**src/rtl/id_hazard_ctrl.sv**
```systemverilog
// Decode-stage sequencing: load scoreboard, hazard stall and redirect flush.
// Outstanding loads are tracked per register; ALU results rely on forwarding.
module id_hazard_ctrl #(
  parameter int MAX_LOADS    = 4,
  parameter int FLUSH_CYCLES = 1
) (
  input  logic        clk,
  input  logic        rst,
  input  logic        id_valid,
  input  logic [31:0] id_instr,
  input  logic        id_wb_reg_file,
  input  logic        id_memtoreg,
  input  logic        ex_redirect,
  input  logic        wb_wr_en,
  input  logic [4:0]  wb_wr_addr,
  output logic        pc_stall,
  output logic        ifid_stall,
  output logic        idex_bubble,
  output logic        ifid_flush,
  output logic        idex_flush,
  output logic        issue,
  output logic [31:0] sb_busy,
  output logic [3:0]  load_cnt,
  output logic [15:0] stall_cycles
);

  typedef enum logic [1:0] {RUN, STALL, FLUSH} state_t;

  state_t      state, state_nxt;
  logic [2:0]  fcnt, fcnt_nxt;
  logic [31:0] busy;

  logic [6:0]  opcode;
  logic [4:0]  rd, rs1, rs2;
  logic        use_rs1, use_rs2;
  logic        hazard;
  logic        set_en, clr_en;
  logic [31:0] set_mask, clr_mask;
  logic        unused_instr;

  assign opcode       = id_instr[6:0];
  assign rd           = id_instr[11:7];
  assign rs1          = id_instr[19:15];
  assign rs2          = id_instr[24:20];
  assign unused_instr = ^{id_instr[31:25], id_instr[14:12]};

  always_comb begin
    use_rs1 = 1'b0;
    use_rs2 = 1'b0;
    case (opcode)
      7'b0110011,
      7'b0100011,
      7'b1100011: begin
        use_rs1 = 1'b1;
        use_rs2 = 1'b1;
      end
      7'b0010011,
      7'b0000011,
      7'b1100111: use_rs1 = 1'b1;
      default: ;
    endcase
  end

  // busy[0] is never set, so x0 sources and rd=x0 cannot hazard
  assign hazard = id_valid & (
      (use_rs1 & busy[rs1]) |
      (use_rs2 & busy[rs2]) |
      (id_wb_reg_file & (rd != 5'd0) & busy[rd]) |
      (id_memtoreg & (load_cnt == 4'(MAX_LOADS))));

  always_ff @(posedge clk) begin
    if (rst) begin
      state <= RUN;
      fcnt  <= 3'd0;
    end else begin
      state <= state_nxt;
      fcnt  <= fcnt_nxt;
    end
  end

  always_comb begin
    state_nxt = state;
    fcnt_nxt  = fcnt;
    unique case (state)
      RUN, STALL: begin
        if (ex_redirect) begin
          state_nxt = FLUSH;
          fcnt_nxt  = 3'(FLUSH_CYCLES);
        end else if (hazard) begin
          state_nxt = STALL;
        end else begin
          state_nxt = RUN;
        end
      end
      FLUSH: begin
        if (ex_redirect) begin
          fcnt_nxt = 3'(FLUSH_CYCLES);
        end else if (fcnt <= 3'd1) begin
          state_nxt = RUN;
          fcnt_nxt  = 3'd0;
        end else begin
          fcnt_nxt = fcnt - 3'd1;
        end
      end
      default: state_nxt = RUN;
    endcase
  end

  always_comb begin
    pc_stall    = 1'b0;
    ifid_stall  = 1'b0;
    idex_bubble = 1'b0;
    ifid_flush  = 1'b0;
    idex_flush  = 1'b0;
    issue       = 1'b0;
    if (rst) begin
      ifid_flush = 1'b1;
      idex_flush = 1'b1;
    end else if (state == FLUSH || ex_redirect) begin
      ifid_flush = 1'b1;
      idex_flush = 1'b1;
    end else if (hazard) begin
      pc_stall    = 1'b1;
      ifid_stall  = 1'b1;
      idex_bubble = 1'b1;
    end else begin
      issue = id_valid;
    end
  end

  assign set_en   = issue & id_memtoreg & id_wb_reg_file & (rd != 5'd0);
  assign clr_en   = wb_wr_en & busy[wb_wr_addr];
  assign set_mask = set_en ? (32'd1 << rd) : 32'd0;
  assign clr_mask = clr_en ? (32'd1 << wb_wr_addr) : 32'd0;

  // set wins over clear on the same register; the count then nets to zero
  always_ff @(posedge clk) begin
    if (rst) begin
      busy     <= 32'd0;
      load_cnt <= 4'd0;
    end else begin
      busy <= (busy & ~clr_mask) | set_mask;
      if (set_en && !clr_en && load_cnt < 4'(MAX_LOADS))
        load_cnt <= load_cnt + 4'd1;
      else if (clr_en && !set_en && load_cnt != 4'd0)
        load_cnt <= load_cnt - 4'd1;
    end
  end

  always_ff @(posedge clk) begin
    if (rst)
      stall_cycles <= 16'd0;
    else if (pc_stall && stall_cycles != 16'hFFFF)
      stall_cycles <= stall_cycles + 16'd1;
  end

  assign sb_busy = {busy[31:1], 1'b0};

endmodule
```
**config.mk**
```make
export PLATFORM = sky130hd
export DESIGN_NAME = id_hazard_ctrl
export DESIGN_NICKNAME = d
export VERILOG_FILES = /design/src/rtl/id_hazard_ctrl.sv
export SDC_FILE = /design/constraint.sdc
export NUM_CORES = 1
export LEC_CHECK = 0
export BUFFER_PORTS_ARGS = -buffer_cell sky130_fd_sc_hd__buf_2
export CAP_MARGIN = 0
export CELL_PAD_IN_SITES_DETAIL_PLACEMENT = 1
export CELL_PAD_IN_SITES_GLOBAL_PLACEMENT = 2
export CORE_MARGIN = 2
export CORE_UTILIZATION = 33
export CTS_CLUSTER_SIZE = 16
export DETAILED_ROUTE_END_ITERATION = 10
export HOLD_SLACK_MARGIN = 0.06
export PLACE_DENSITY = 0.79
export SETUP_SLACK_MARGIN = 0.05
export SYNTH_ARGS = -nofsm -noshare
export SYNTH_HDL_FRONTEND = slang
export SYNTH_SLANG_ARGS = --single-unit
```
**constraint.sdc**
```tcl
create_clock -name clk -period 4.2 [get_ports clk]
set_clock_uncertainty 0.15 [all_clocks]
set_input_delay 0.63 -clock clk [delete_from_list [all_inputs] [get_ports clk]]
set_output_delay 0.63 -clock clk [all_outputs]
set_load 0.01 [all_outputs]
```
**Word-level counts from Yosys, hierarchy flattened**

Cells that the tools add are included.

- $add $sub $neg: 4
- Order comparisons: 6
- Equal/unequal tests: 13
- Shift operators: 2
- Mux-type cells: 31
- Bitwise operators: 16
- Reductions and logical operators: 18

Operators by type and width:

| operator | count |
|---|---|
| $mux W32 | 2 |
| $shl A1 B5 Y32 const A | 2 |
| $and A32 B32 Y32 | 1 |
| $not A32 Y32 | 1 |
| $or A32 B32 Y32 | 1 |
| $lt A5 B6 Y1 const B | 4 |
| $bmux W1 S5 | 4 |
| $add A16 B1 Y16 const B | 1 |
| $ne A16 B16 Y1 const B | 1 |
| $mux W1 | 15 |
| $eq A7 B6 Y1 const B | 2 |
| $eq A7 B7 Y1 const B | 2 |
| $and A1 B1 Y1 | 10 |
| $mux W3 | 3 |
| $mux W4 | 2 |
| $eq A7 B2 Y1 const B | 1 |
| $eq A7 B5 Y1 const B | 1 |
| $mux W2 | 3 |
| $ne A2 B2 Y1 const B | 3 |
| $pmux W3 S2 | 1 |
| $reduce_or A6 Y1 | 1 |
| $logic_and A1 B1 Y1 | 5 |
| $reduce_bool A5 Y1 | 1 |
| $add A4 B1 Y4 const B | 1 |
| 17 further kinds | 22 |

- Flip-flop bits (word level): 57
- Output and inout bits: 58

**Logic depth before layout (Yosys ltp)**

Gate-level depths: netlist of the first run.

- Word-level depth: 19
- Depth in mapped cells: 14

**Worst setup path before layout of the first run**

No wires, ideal clock.

- Path type: input port to flip-flop
- Start: input wb_wr_addr[1]
- End: register load_cnt[2]
- Setup time: 0.074 ns
- Arrival time: 3.687 ns
- Required time: 3.976 ns
- Setup slack: 0.289 ns
- Cell stages on the path: 12
- Buffers on the path: 1
- Cell sequence: buf_2 -> mux4_2 -> mux2_2 -> and3_1 -> a31oi_2 -> a21oi_1 -> nor3_1 -> nand3_1 -> fa_1 -> xnor2_1 -> or4_1 -> a31oi_1

- Longest elaborated chain between the ends: 7
- Elaborated cells between the ends (all ways): 10

RTL lines:

| element | line | text |
|---|---|---|
| start, declared | 15 | `input logic [4:0] wb_wr_addr,` |
| $bmux W1 S5 (*) | 132 | `assign clr_en = wb_wr_en & busy[wb_wr_addr];` |
| $mux W1 (implied by the code) (*) | 132 |  |
| $and A1 B1 Y1 (*) | 132 |  |
| $logic_not A1 Y1 | 143 | `if (set_en && !clr_en && load_cnt < 4'(MAX_LOADS))` |
| $logic_and A1 B1 Y1 (2 in a row) | 143 |  |
| $mux W4 or $reduce_bool A2 Y1 (tied branches) | -- |  |
| end signal, assigned | 144 | `load_cnt <= load_cnt + 4'd1;` |
| end signal, assigned | 146 | `load_cnt <= load_cnt - 4'd1;` |
| end, declared | 23 | `output logic [3:0] load_cnt,` |

Every way passes the cells marked *; elsewhere a longest branch is shown, timed or not. The select of a mux whose other input is x is not followed.
A chain may end at the register's enable or synchronous reset.

**Worst setup path after layout of the first run**

Same ends and word-level chain as after synthesis.

==> qor.yml, run 1 <==
outcome:
  run_status: "completed"
yosys:
  synth_top_cell_by_area: "sky130_fd_sc_hd__dfxtp_1"
  synth-seq-cells: 57
  synth-edff-count: 0
  synth_top_cell_area_share_pct: 27.1
  synth_flop_cell: "sky130_fd_sc_hd__dfxtp_1"
  synth_commonest_cells: "sky130_fd_sc_hd__dfxtp_1, sky130_fd_sc_hd__buf_4, sky130_fd_sc_hd__nand2_1"
  post_synth_main_area_contributors: "sky130_fd_sc_hd__dfxtp_1, sky130_fd_sc_hd__mux4_2, sky130_fd_sc_hd__buf_4"
  syn-cell-area_um2: 4210
  yosysSeqAreaShare_pct: 27.1
  yosysWarningCount: 0
  syn_inst: 458
  syn_area_per_cell_um2: 9.19
  ys_async_sr_fraction_pct: 0
  yosys.cell_count.top_type: "sky130_fd_sc_hd__dfxtp_1"
  synth_cell_types: 68
  synthesis.nets: 508
min_path:
  hp-class: "register to register"
die:
  die_height_um: 117
  design.portCount: 102
  placement_rows: 41
  floorplan.die_area_um2: 13700
  floorplan.initialDensity_pct: 33.6
  core-area_um2: 12500
  dieWidth_um: 117
critical_path:
  max_stage_delay_ns: 0.56
  worstPathCellList: "buf_2, mux4_2, mux2_2, and3_1, a31oi_2, a21oi_1, nor3_1, nand3_1, fa_1, xnor2_1, or4_1, a31oi_1"
  critPathArrivalTime_ns: 3.81
  timing_worst_setup_path_type: "input pin to register"
  worstPathRequired_ns: 4.31
  critical_path_end_type: "register"
  setup.worst_path.start_class: "input pin"
  path_max_fanout: 10
  slowest_cell_on_the_critical_path: "sky130_fd_sc_hd__mux4_2"
clock_tree:
  post_cts.repair.setup_buffers: 0
  cts-htree-levels: 3
  cts.clk_slew.worst_paths_ns: 0.05
  numClockSinks: 57
  tritoncts: "done"
  ctsHoldBuffers: 0
  insertion_delay_ns: 0.34
  cts-buffers-inserted: 9
  root_buffer: "sky130_fd_sc_hd__clkbuf_16"
  cts_resized: 0
  cts_max_path_buffers: 2
timing:
  rsz_0062_raised_after_global_routing: "no"
  final_max_slew_viol_count: 0
  fmax_mhz: 271
  layout_worst_path_cycle_share_pct: 87.9
  timing_hold_violations_final: 0
  finalSetupViolCount: 0
  setup-tns-final_ns: 0
  slew_headroom_pct: 59.7
  post-route-min-period_ns: 3.69
  worst-slew-pin-transition_ns: 0.602
global_route:
  track_usage_pct: 22.4
  antenna_found_initial: 0
  number_of_global_route_vias_before_repair: 3947
  grt_overflow_total: 0
  global_route_wire_length_before_repair_mm: 22.7
  grt_max_degree: 37
cells_and_area:
  drive_above_1_share_pct: 31.3
  num_antenna_cells: 0
  nets_final: 560
  filler_cell_count: 1521
  areaGrowthSynthToFinish_pct: 15.8
place:
  dpl.hpwl_mm: 10.7
  io_buffer_count: 90
  globalplace.congestion: 0.836
power_and_ir_drop:
  irDropWorstVdd_uv: 195
  power_leakage_nw: 1.97
  powerDensity_nw_per_um2: 295
  design_power_total_mw: 1.44
drt:
  routed_wirelength_mm: 14.7
  dr_total_vias: 3976
  route.detailed.vias_per_inst: 5.79
  detail-route-antenna-nets: 0
  drt_iter0_markers: 269
  wl_per_cell_um: 21.4
  drt_first_pass_iters: 4
  drt_drc_violations_left: 0
run:
  drv_cap: 0
==> worst max-delay path: cells and delay by family <==
family / cells / cell delay [ns]
simple gates: 4 / 1.03
mux: 2 / 0.83
compound gates: 3 / 0.49
fa+ha+maj: 1 / 0.43
buf+inv: 1 / 0.24
xor+xnor: 1 / 0.17
==> registers in the layout (all words and copies together), names as in the netlist <==
signal        flops
busy             32
fcnt              3
load_cnt          4
stall_cycles     16
state             2
==> routing by layer <==
metal / vias up / routed length (um) / GRT usage, % / part of all wire (%)
met4: 0 / 317 / 7.53 / 2.2
met1: 1951 / 6160 / 28.9 / 42
met3: 28 / 1190 / 5.61 / 8.1
met5: - / 0 / 0 / 0
met2: 173 / 7030 / 36.7 / 48
li1: 1824 / - / - / -
==> per-stage QoR <==
stage / hold WS [ns] / util (%) / setup slack (ns) / instance area, um2 / cells
global placement: 0.319 / 36.6 / 0.245 / 4580 / 671
floorplan: 0.288 / - / 0.289 / 4210 / 458
finish: 0.346 / 38.9 / 0.506 / 4870 / 687
CTS: 0.345 / 38.9 / 0.474 / 4870 / 687
global route: 0.381 / 38.9 / 0.279 / 4870 / 687
detailed placement: 0.338 / 36.6 / 0.183 / 4580 / 671
==> final timing paths <==
path / slack, ns / cells after the start / startpoint / to
max reg2reg: 0.61 / 11 / busy[15]$_SDFF_PP0_ / load_cnt[2]$_SDFFE_PP0P_
min reg2reg: 0.35 / 2 / stall_cycles[14]$_SDFFE_PP0P_ / stall_cycles[14]$_SDFFE_PP0P_
max: 0.51 / 12 / wb_wr_addr[1] / load_cnt[2]$_SDFFE_PP0P_
min: 0.35 / 2 / stall_cycles[14]$_SDFFE_PP0P_ / stall_cycles[14]$_SDFFE_PP0P_
==> cell families after synthesis <==
| family | after synthesis | share of synthesized area (%) |
|---|---|---|
| AO/OA/AOI/OAI | 105 | 19.1 |
| other | 1 | 0.0891 |
| XOR/XNOR | 8 | 1.66 |
| AND/OR/NAND/NOR | 154 | 19.0 |
| buffers and inverters | 77 | 10.7 |
| adder cells (fa/ha/maj) | 6 | 1.96 |
| multiplexers | 50 | 20.4 |
| flip-flops | 57 | 27.1 |
==> power breakdown <==
| group | internal, mW | leakage (nW) | switching (mW) | total (mW) |
|---|---|---|---|---|
| logic | 0.0561 | 1.37 | 0.0956 | 0.152 |
| clock network | 0.473 | 0.144 | 0.261 | 0.735 |
| registers | 0.545 | 0.460 | 0.00487 | 0.550 |
| total | 1.07 | 1.97 | 0.362 | 1.44 |
==> final cells by class <==
type / instances / area [um2] / share of cell area, %
sequential: 57 / 1140 / 23.4
tap: 172 / 215 / 4.41
clock inverter: 3 / 40.0 / 0.821
inverter: 14 / 52.6 / 1.08
clock buffer: 13 / 250 / 5.13
timing repair buffer: 104 / 556 / 11.4
multi-input combinational: 324 / 2620 / 53.7
==> layout by cell type, fill, tap and decap left out, types with 5 or more instances in the layout <==
cell / count
sky130_fd_sc_hd__buf_2: 90
sky130_fd_sc_hd__dfxtp_1: 57
sky130_fd_sc_hd__nand2_1: 37
sky130_fd_sc_hd__nor2_1: 35
sky130_fd_sc_hd__mux4_2: 28
sky130_fd_sc_hd__nand3_1: 20
sky130_fd_sc_hd__a21oi_1: 16
sky130_fd_sc_hd__mux2i_1: 16
sky130_fd_sc_hd__buf_4: 14
sky130_fd_sc_hd__inv_1: 13
sky130_fd_sc_hd__o211ai_1: 13
sky130_fd_sc_hd__o31ai_1: 13
sky130_fd_sc_hd__a32o_1: 11
sky130_fd_sc_hd__o21ai_0: 10
sky130_fd_sc_hd__nor3_1: 9
sky130_fd_sc_hd__clkbuf_16: 9
sky130_fd_sc_hd__nor2b_1: 7
sky130_fd_sc_hd__nand2b_1: 7
sky130_fd_sc_hd__or3_1: 7
sky130_fd_sc_hd__mux2_2: 5
sky130_fd_sc_hd__o41ai_1: 5
sky130_fd_sc_hd__ha_1: 5
No activity file was read; power rests on OpenSTA's default activity.
==> run 2, diff against run 1 <==
CELL_PAD_IN_SITES_GLOBAL_PLACEMENT = 1   (was 2)
CORE_UTILIZATION = 41   (was 33)
PLACE_DENSITY = 0.78   (was 0.79)
==> run 2 against run 1 <==
- final area is 2.3% lower
- register-to-register slack improved by 0.09 ns
- critical path depth did not move
- worst setup slack improved by 0.060 ns
- critical path type unchanged
==> qor.yml, run 2 (synthesis gave the netlist of run 1 again) <==
timing:
  slew_headroom_pct: 58.2
  timing_hold_violations_final: 0
  post-route-min-period_ns: 3.63
  fmax_mhz: 275
  setup-tns-final_ns: 0
  layout_worst_path_cycle_share_pct: 86.5
  rsz_0062_raised_after_global_routing: "no"
  finalSetupViolCount: 0
  final_max_slew_viol_count: 0
  worst-slew-pin-transition_ns: 0.623
  postLayoutSetupSlackWorst_ns: 0.566
global_route:
  number_of_global_route_vias_before_repair: 4184
  antenna_found_initial: 1
  track_usage_pct: 27.0
  grt_overflow_total: 0
  global_route_wire_length_before_repair_mm: 23.4
  grt_max_degree: 31
power_and_ir_drop:
  powerDensity_nw_per_um2: 275
  power_leakage_nw: 1.94
  irDropWorstVdd_uv: 114
  design_power_total_mw: 1.31
place:
  dp_worst_setup_slack_ns: 0.187
  io_buffer_count: 90
  detailed_place.area_um2: 4540
  post-place-cells: 632
  globalplace.congestion: 0.911
  dpl.hpwl_mm: 11.0
run:
  drv_cap: 0
die:
  dieWidth_um: 105
  floorplan.initialDensity_pct: 42.7
  design.portCount: 102
  core-area_um2: 9860
  floorplan.die_area_um2: 11100
  die_height_um: 105
  placement_rows: 36
drt:
  dr_total_vias: 4170
  drt_iter0_markers: 374
  detail_route_met2_wl_mm: 7.07
  route.detailed.vias_per_inst: 6.44
  top_layer_used: "met5"
  drt_drc_violations_left: 0
  routed_wirelength_mm: 15.0
  wl_per_cell_um: 23.1
  detail-route-antenna-nets: 0
  routedLengthMet1_mm: 6.06
  drt_first_pass_iters: 5
  met3WireLength_mm: 1.19
critical_path:
  critical_path.reg2reg.startpoint: "busy[12]$_SDFF_PP0_"
  worstPathRequired_ns: 4.34
  setup.worst_path.start_class: "input pin"
  r2r_end: "load_cnt[2]$_SDFFE_PP0P_"
  r2r.worst_path.cells: 11
  critPathArrivalTime_ns: 3.78
  path_max_fanout: 9
  timing_worst_setup_path_type: "input pin to register"
  critical_path_end_type: "register"
  worst-r2r-setup-slack_ns: 0.70
cells_and_area:
  largest_register_ffs: 32
  largest_registers: "busy: 32 flops, stall_cycles: 16 flops, load_cnt: 4 flops"
  fin_cells: 648
  nets_final: 560
  layout.cell_area.non_filler_um2: 4760
  register_with_the_highest_flop_count: "busy"
  areaGrowthSynthToFinish_pct: 13.1
  drive_above_1_share_pct: 31.8
  num_antenna_cells: 0
  final_common_cell: "sky130_fd_sc_hd__buf_2"
  most_used_cells_in_the_layout_excluding_fill_and_tap_cells: "sky130_fd_sc_hd__buf_2, sky130_fd_sc_hd__dfxtp_1, sky130_fd_sc_hd__nand2_1"
clock_tree:
  tritoncts: "done"
  root_buffer: "sky130_fd_sc_hd__clkbuf_8"
  ctsHoldBuffers: 0
  cts-htree-levels: 3
  insertion_delay_ns: 0.36
  cts_max_path_buffers: 2
  cts.clk_slew.worst_paths_ns: 0.08
  cts_resized: 0
  numClockSinks: 57
  cts-buffers-inserted: 9
  post_cts.repair.setup_buffers: 0
outcome:
  run_status: "completed"
min_path:
  hp-class: "register to register"
  hold_end: "fcnt[1]$_SDFFE_PP0P_"
  holdPathStages: 2
  worst_hold_startpoint: "fcnt[1]$_SDFFE_PP0P_"
-- run 2: worst max-delay path by stage --
stage                        startpoint                       end  cells after the start
after floorplan           wb_wr_addr[1]  load_cnt[2]$_SDFFE_PP0P_                     12
after global placement     id_instr[17]  load_cnt[2]$_SDFFE_PP0P_                     11
after detailed placement   id_instr[17]  load_cnt[2]$_SDFFE_PP0P_                     11
after CTS                  id_instr[17]  load_cnt[2]$_SDFFE_PP0P_                     11
after global routing      wb_wr_addr[1]  load_cnt[2]$_SDFFE_PP0P_                     12
final                     wb_wr_addr[1]  load_cnt[2]$_SDFFE_PP0P_                     12
-- run 2: layer usage --
metal | GRT usage [%] | up-vias
met5 | 0 | -
met4 | 12.4 | 2
met3 | 6.80 | 66
met2 | 44.8 | 218
met1 | 32.8 | 2069
li1 | - | 1815
-- run 2: cell type report --
type                    instances  area (um2)
clock buffers                   9         124
clock inverters                 7         101
fillers                      1203        5100
inverters                      14        52.6
multi-input cells             324        2620
flip-flops and latches         57        1140
well taps                     133         166
repair buffers                104         556
-- run 2: report_power, final --
part	total (mW)	internal, mW	switching [mW]
Combinational	0.154	0.0557	0.0980
Sequential	0.548	0.543	0.00481
Clock	0.607	0.339	0.268
Total	1.31	0.938	0.371
-- run 2: per-stage QoR --
step	util [%]	hold WS [ns]
3_3_place_gp	46.0	0.324
6_report	48.3	0.351
2_1_floorplan	-	0.288
5_1_grt	48.3	0.395
3_5_place_dp	46.0	0.337
4_1_cts	48.3	0.355
-- run 2: critical path, stage by stage --
cell and delay [ns]:
sky130_fd_sc_hd__buf_2 0.25, sky130_fd_sc_hd__mux4_2 0.54, sky130_fd_sc_hd__mux2_2 0.27, sky130_fd_sc_hd__and3_1 0.19
sky130_fd_sc_hd__a31oi_2 0.17, sky130_fd_sc_hd__a21oi_1 0.15, sky130_fd_sc_hd__nor3_1 0.22, sky130_fd_sc_hd__nand3_1 0.19
sky130_fd_sc_hd__fa_1 0.43, sky130_fd_sc_hd__xnor2_1 0.17, sky130_fd_sc_hd__or4_1 0.41, sky130_fd_sc_hd__a31oi_1 0.16
==> run 3, diff against run 2 <==
PLACE_DENSITY = unset   (was 0.78)
PLACE_DENSITY_LB_ADDON = 0.12   (was unset)
==> run 3 against run 2 <==
- clock-buffer cell count grew 1
- flip-flop and latch count did not move
- non-clock buffer count stayed put
- maximum frequency shrank 2.3%
- worst setup slack lost 0.087 ns
==> qor.yml, run 3 (synthesis gave the netlist of run 1 again) <==
outcome:
  run_status: "completed"
global_route:
  antenna_found_initial: 0
  track_usage_pct: 26.0
  grt_overflow_total: 0
  number_of_global_route_vias_before_repair: 3940
  global_route_wire_length_before_repair_mm: 22.3
  grt_max_degree: 31
min_path:
  hp-class: "register to register"
  hold_end: "fcnt[2]$_SDFFE_PP0P_"
  worst_hold_startpoint: "fcnt[2]$_SDFFE_PP0P_"
  holdPathStages: 2
clock_tree:
  root_buffer: "sky130_fd_sc_hd__clkbuf_8"
  numClockSinks: 57
  cts_max_path_buffers: 2
  post_cts.repair.setup_buffers: 0
  tritoncts: "done"
  cts.clk_slew.worst_paths_ns: 0.07
  cts-buffers-inserted: 9
  insertion_delay_ns: 0.35
  ctsHoldBuffers: 0
  cts_resized: 0
  cts-htree-levels: 3
timing:
  post-route-min-period_ns: 3.72
  layout_worst_path_cycle_share_pct: 88.6
  setup-tns-final_ns: 0
  timing_hold_violations_final: 0
  finalSetupViolCount: 0
  slew_headroom_pct: 59.9
  fmax_mhz: 269
  rsz_0062_raised_after_global_routing: "no"
  hold-worst-slack_ns: 0.356
  worst-slew-pin-transition_ns: 0.598
  final_max_slew_viol_count: 0
cells_and_area:
  num_antenna_cells: 0
  largest_register_ffs: 32
  nets_final: 560
  register_with_the_highest_flop_count: "busy"
  largest_registers: "busy: 32 flops, stall_cycles: 16 flops, load_cnt: 4 flops"
  area.sequential_um2: 1140
  drive_above_1_share_pct: 31.8
  area_occupied_by_multi_input_gates_um2: 2620
  final_common_cell: "sky130_fd_sc_hd__buf_2"
  areaGrowthSynthToFinish_pct: 12.6
  filler_cell_count: 1179
  most_used_cells_in_the_layout_excluding_fill_and_tap_cells: "sky130_fd_sc_hd__buf_2, sky130_fd_sc_hd__dfxtp_1, sky130_fd_sc_hd__nand2_1"
critical_path:
  worst-r2r-setup-slack_ns: 0.61
  setup.worst_path.start_class: "input pin"
  path_max_fanout: 8
  timing_worst_setup_path_type: "input pin to register"
  critical_path.reg2reg.startpoint: "busy[15]$_SDFF_PP0_"
  r2r_end: "load_cnt[2]$_SDFFE_PP0P_"
  critPathArrivalTime_ns: 3.84
  r2r.worst_path.cells: 10
  worstPathRequired_ns: 4.32
  critical_path_end_type: "register"
drt:
  drt_iter0_markers: 263
  routed_wirelength_mm: 14.2
  detail-route-antenna-nets: 0
  wl_per_cell_um: 21.9
  drt_drc_violations_left: 0
  dr_total_vias: 3947
  drt_first_pass_iters: 5
  route.detailed.vias_per_inst: 6.09
power_and_ir_drop:
  powerDensity_nw_per_um2: 263
  power_leakage_nw: 1.93
  irDropWorstVdd_uv: 200
die:
  floorplan.initialDensity_pct: 42.7
  dieWidth_um: 105
  placement_rows: 36
  design.portCount: 102
  die_height_um: 105
  floorplan.die_area_um2: 11100
  core-area_um2: 9860
run:
  drv_cap: 0
place:
  globalplace.congestion: 0.906
  dpl.hpwl_mm: 10.8
  io_buffer_count: 90
-- run 3: changes by cell type in the layout (fill, tap and decap cells not counted) --
cell | before | now
sky130_fd_sc_hd__clkinv_4 | 1 | 0
sky130_fd_sc_hd__clkinv_2 | 0 | 1
sky130_fd_sc_hd__clkbuf_8 | 9 | 10
sky130_fd_sc_hd__clkinvlp_4 | 2 | 3
sky130_fd_sc_hd__inv_6 | 2 | 1
sky130_fd_sc_hd__bufinv_16 | 2 | 1
-- run 3: per-layer routing --
layer  up-vias  wire length (um)  GRT usage (%)
met3        15              1030           5.38
met5         -                 0              0
met4         0               152           6.10
met1      1955              6340           35.9
li1       1823                 -              -
met2       154              6660           41.8
-- run 3: worst max-delay path by stage --
stage	end	slack (ns)	start	depth (start not counted)
floorplan	load_cnt[2]$_SDFFE_PP0P_	0.29	wb_wr_addr[1]	12
global placement	load_cnt[2]$_SDFFE_PP0P_	0.25	id_instr[17]	11
CTS	load_cnt[2]$_SDFFE_PP0P_	0.48	id_instr[17]	11
finish	load_cnt[2]$_SDFFE_PP0P_	0.48	id_instr[17]	11
detailed placement	load_cnt[2]$_SDFFE_PP0P_	0.13	id_instr[17]	11
global route	load_cnt[2]$_SDFFE_PP0P_	0.29	id_instr[17]	11
-- run 3: report_power, final --
part	leakage (nW)	total [mW]	switching [mW]	internal, mW
combinational	1.37	0.152	0.0954	0.0569
sequential	0.460	0.548	0.00481	0.543
clock	0.0949	0.548	0.257	0.291
-- run 3: worst max-delay path: stages --
cell and delay (ns):
sky130_fd_sc_hd__buf_2 0.24, sky130_fd_sc_hd__mux4_2 0.54, sky130_fd_sc_hd__mux4_2 0.49, sky130_fd_sc_hd__o211ai_2 0.15
sky130_fd_sc_hd__nor2_1 0.12, sky130_fd_sc_hd__nor3_4 0.28, sky130_fd_sc_hd__nand3_1 0.20, sky130_fd_sc_hd__fa_1 0.43
sky130_fd_sc_hd__xnor2_1 0.17, sky130_fd_sc_hd__or4_1 0.42, sky130_fd_sc_hd__a31oi_1 0.17
-- run 3: stage by stage --
| stage | total power [mW] | setup slack (ns) | util (%) | instances | area [um2] |
|---|---|---|---|---|---|
| finish | 1.25 | 0.479 | 48.0 | 648 | 4740 |
| global route | 1.28 | 0.292 | 48.0 | 648 | 4740 |
| CTS | 1.25 | 0.485 | 48.0 | 648 | 4740 |
| detailed placement | 0.711 | 0.134 | 46.0 | 632 | 4540 |
| global placement | 0.707 | 0.250 | 46.0 | 632 | 4540 |
| floorplan | 0.664 | 0.289 | - | 458 | 4210 |
-- run 3: layout make-up --
cell class | instances | area share, %
multi-input combinational | 324 | 55.3
sequential | 57 | 24.1
timing repair buffer | 104 | 11.7
tap | 133 | 3.51
clock buffer | 10 | 2.90
clock inverter | 6 | 1.40
inverter | 14 | 1.11
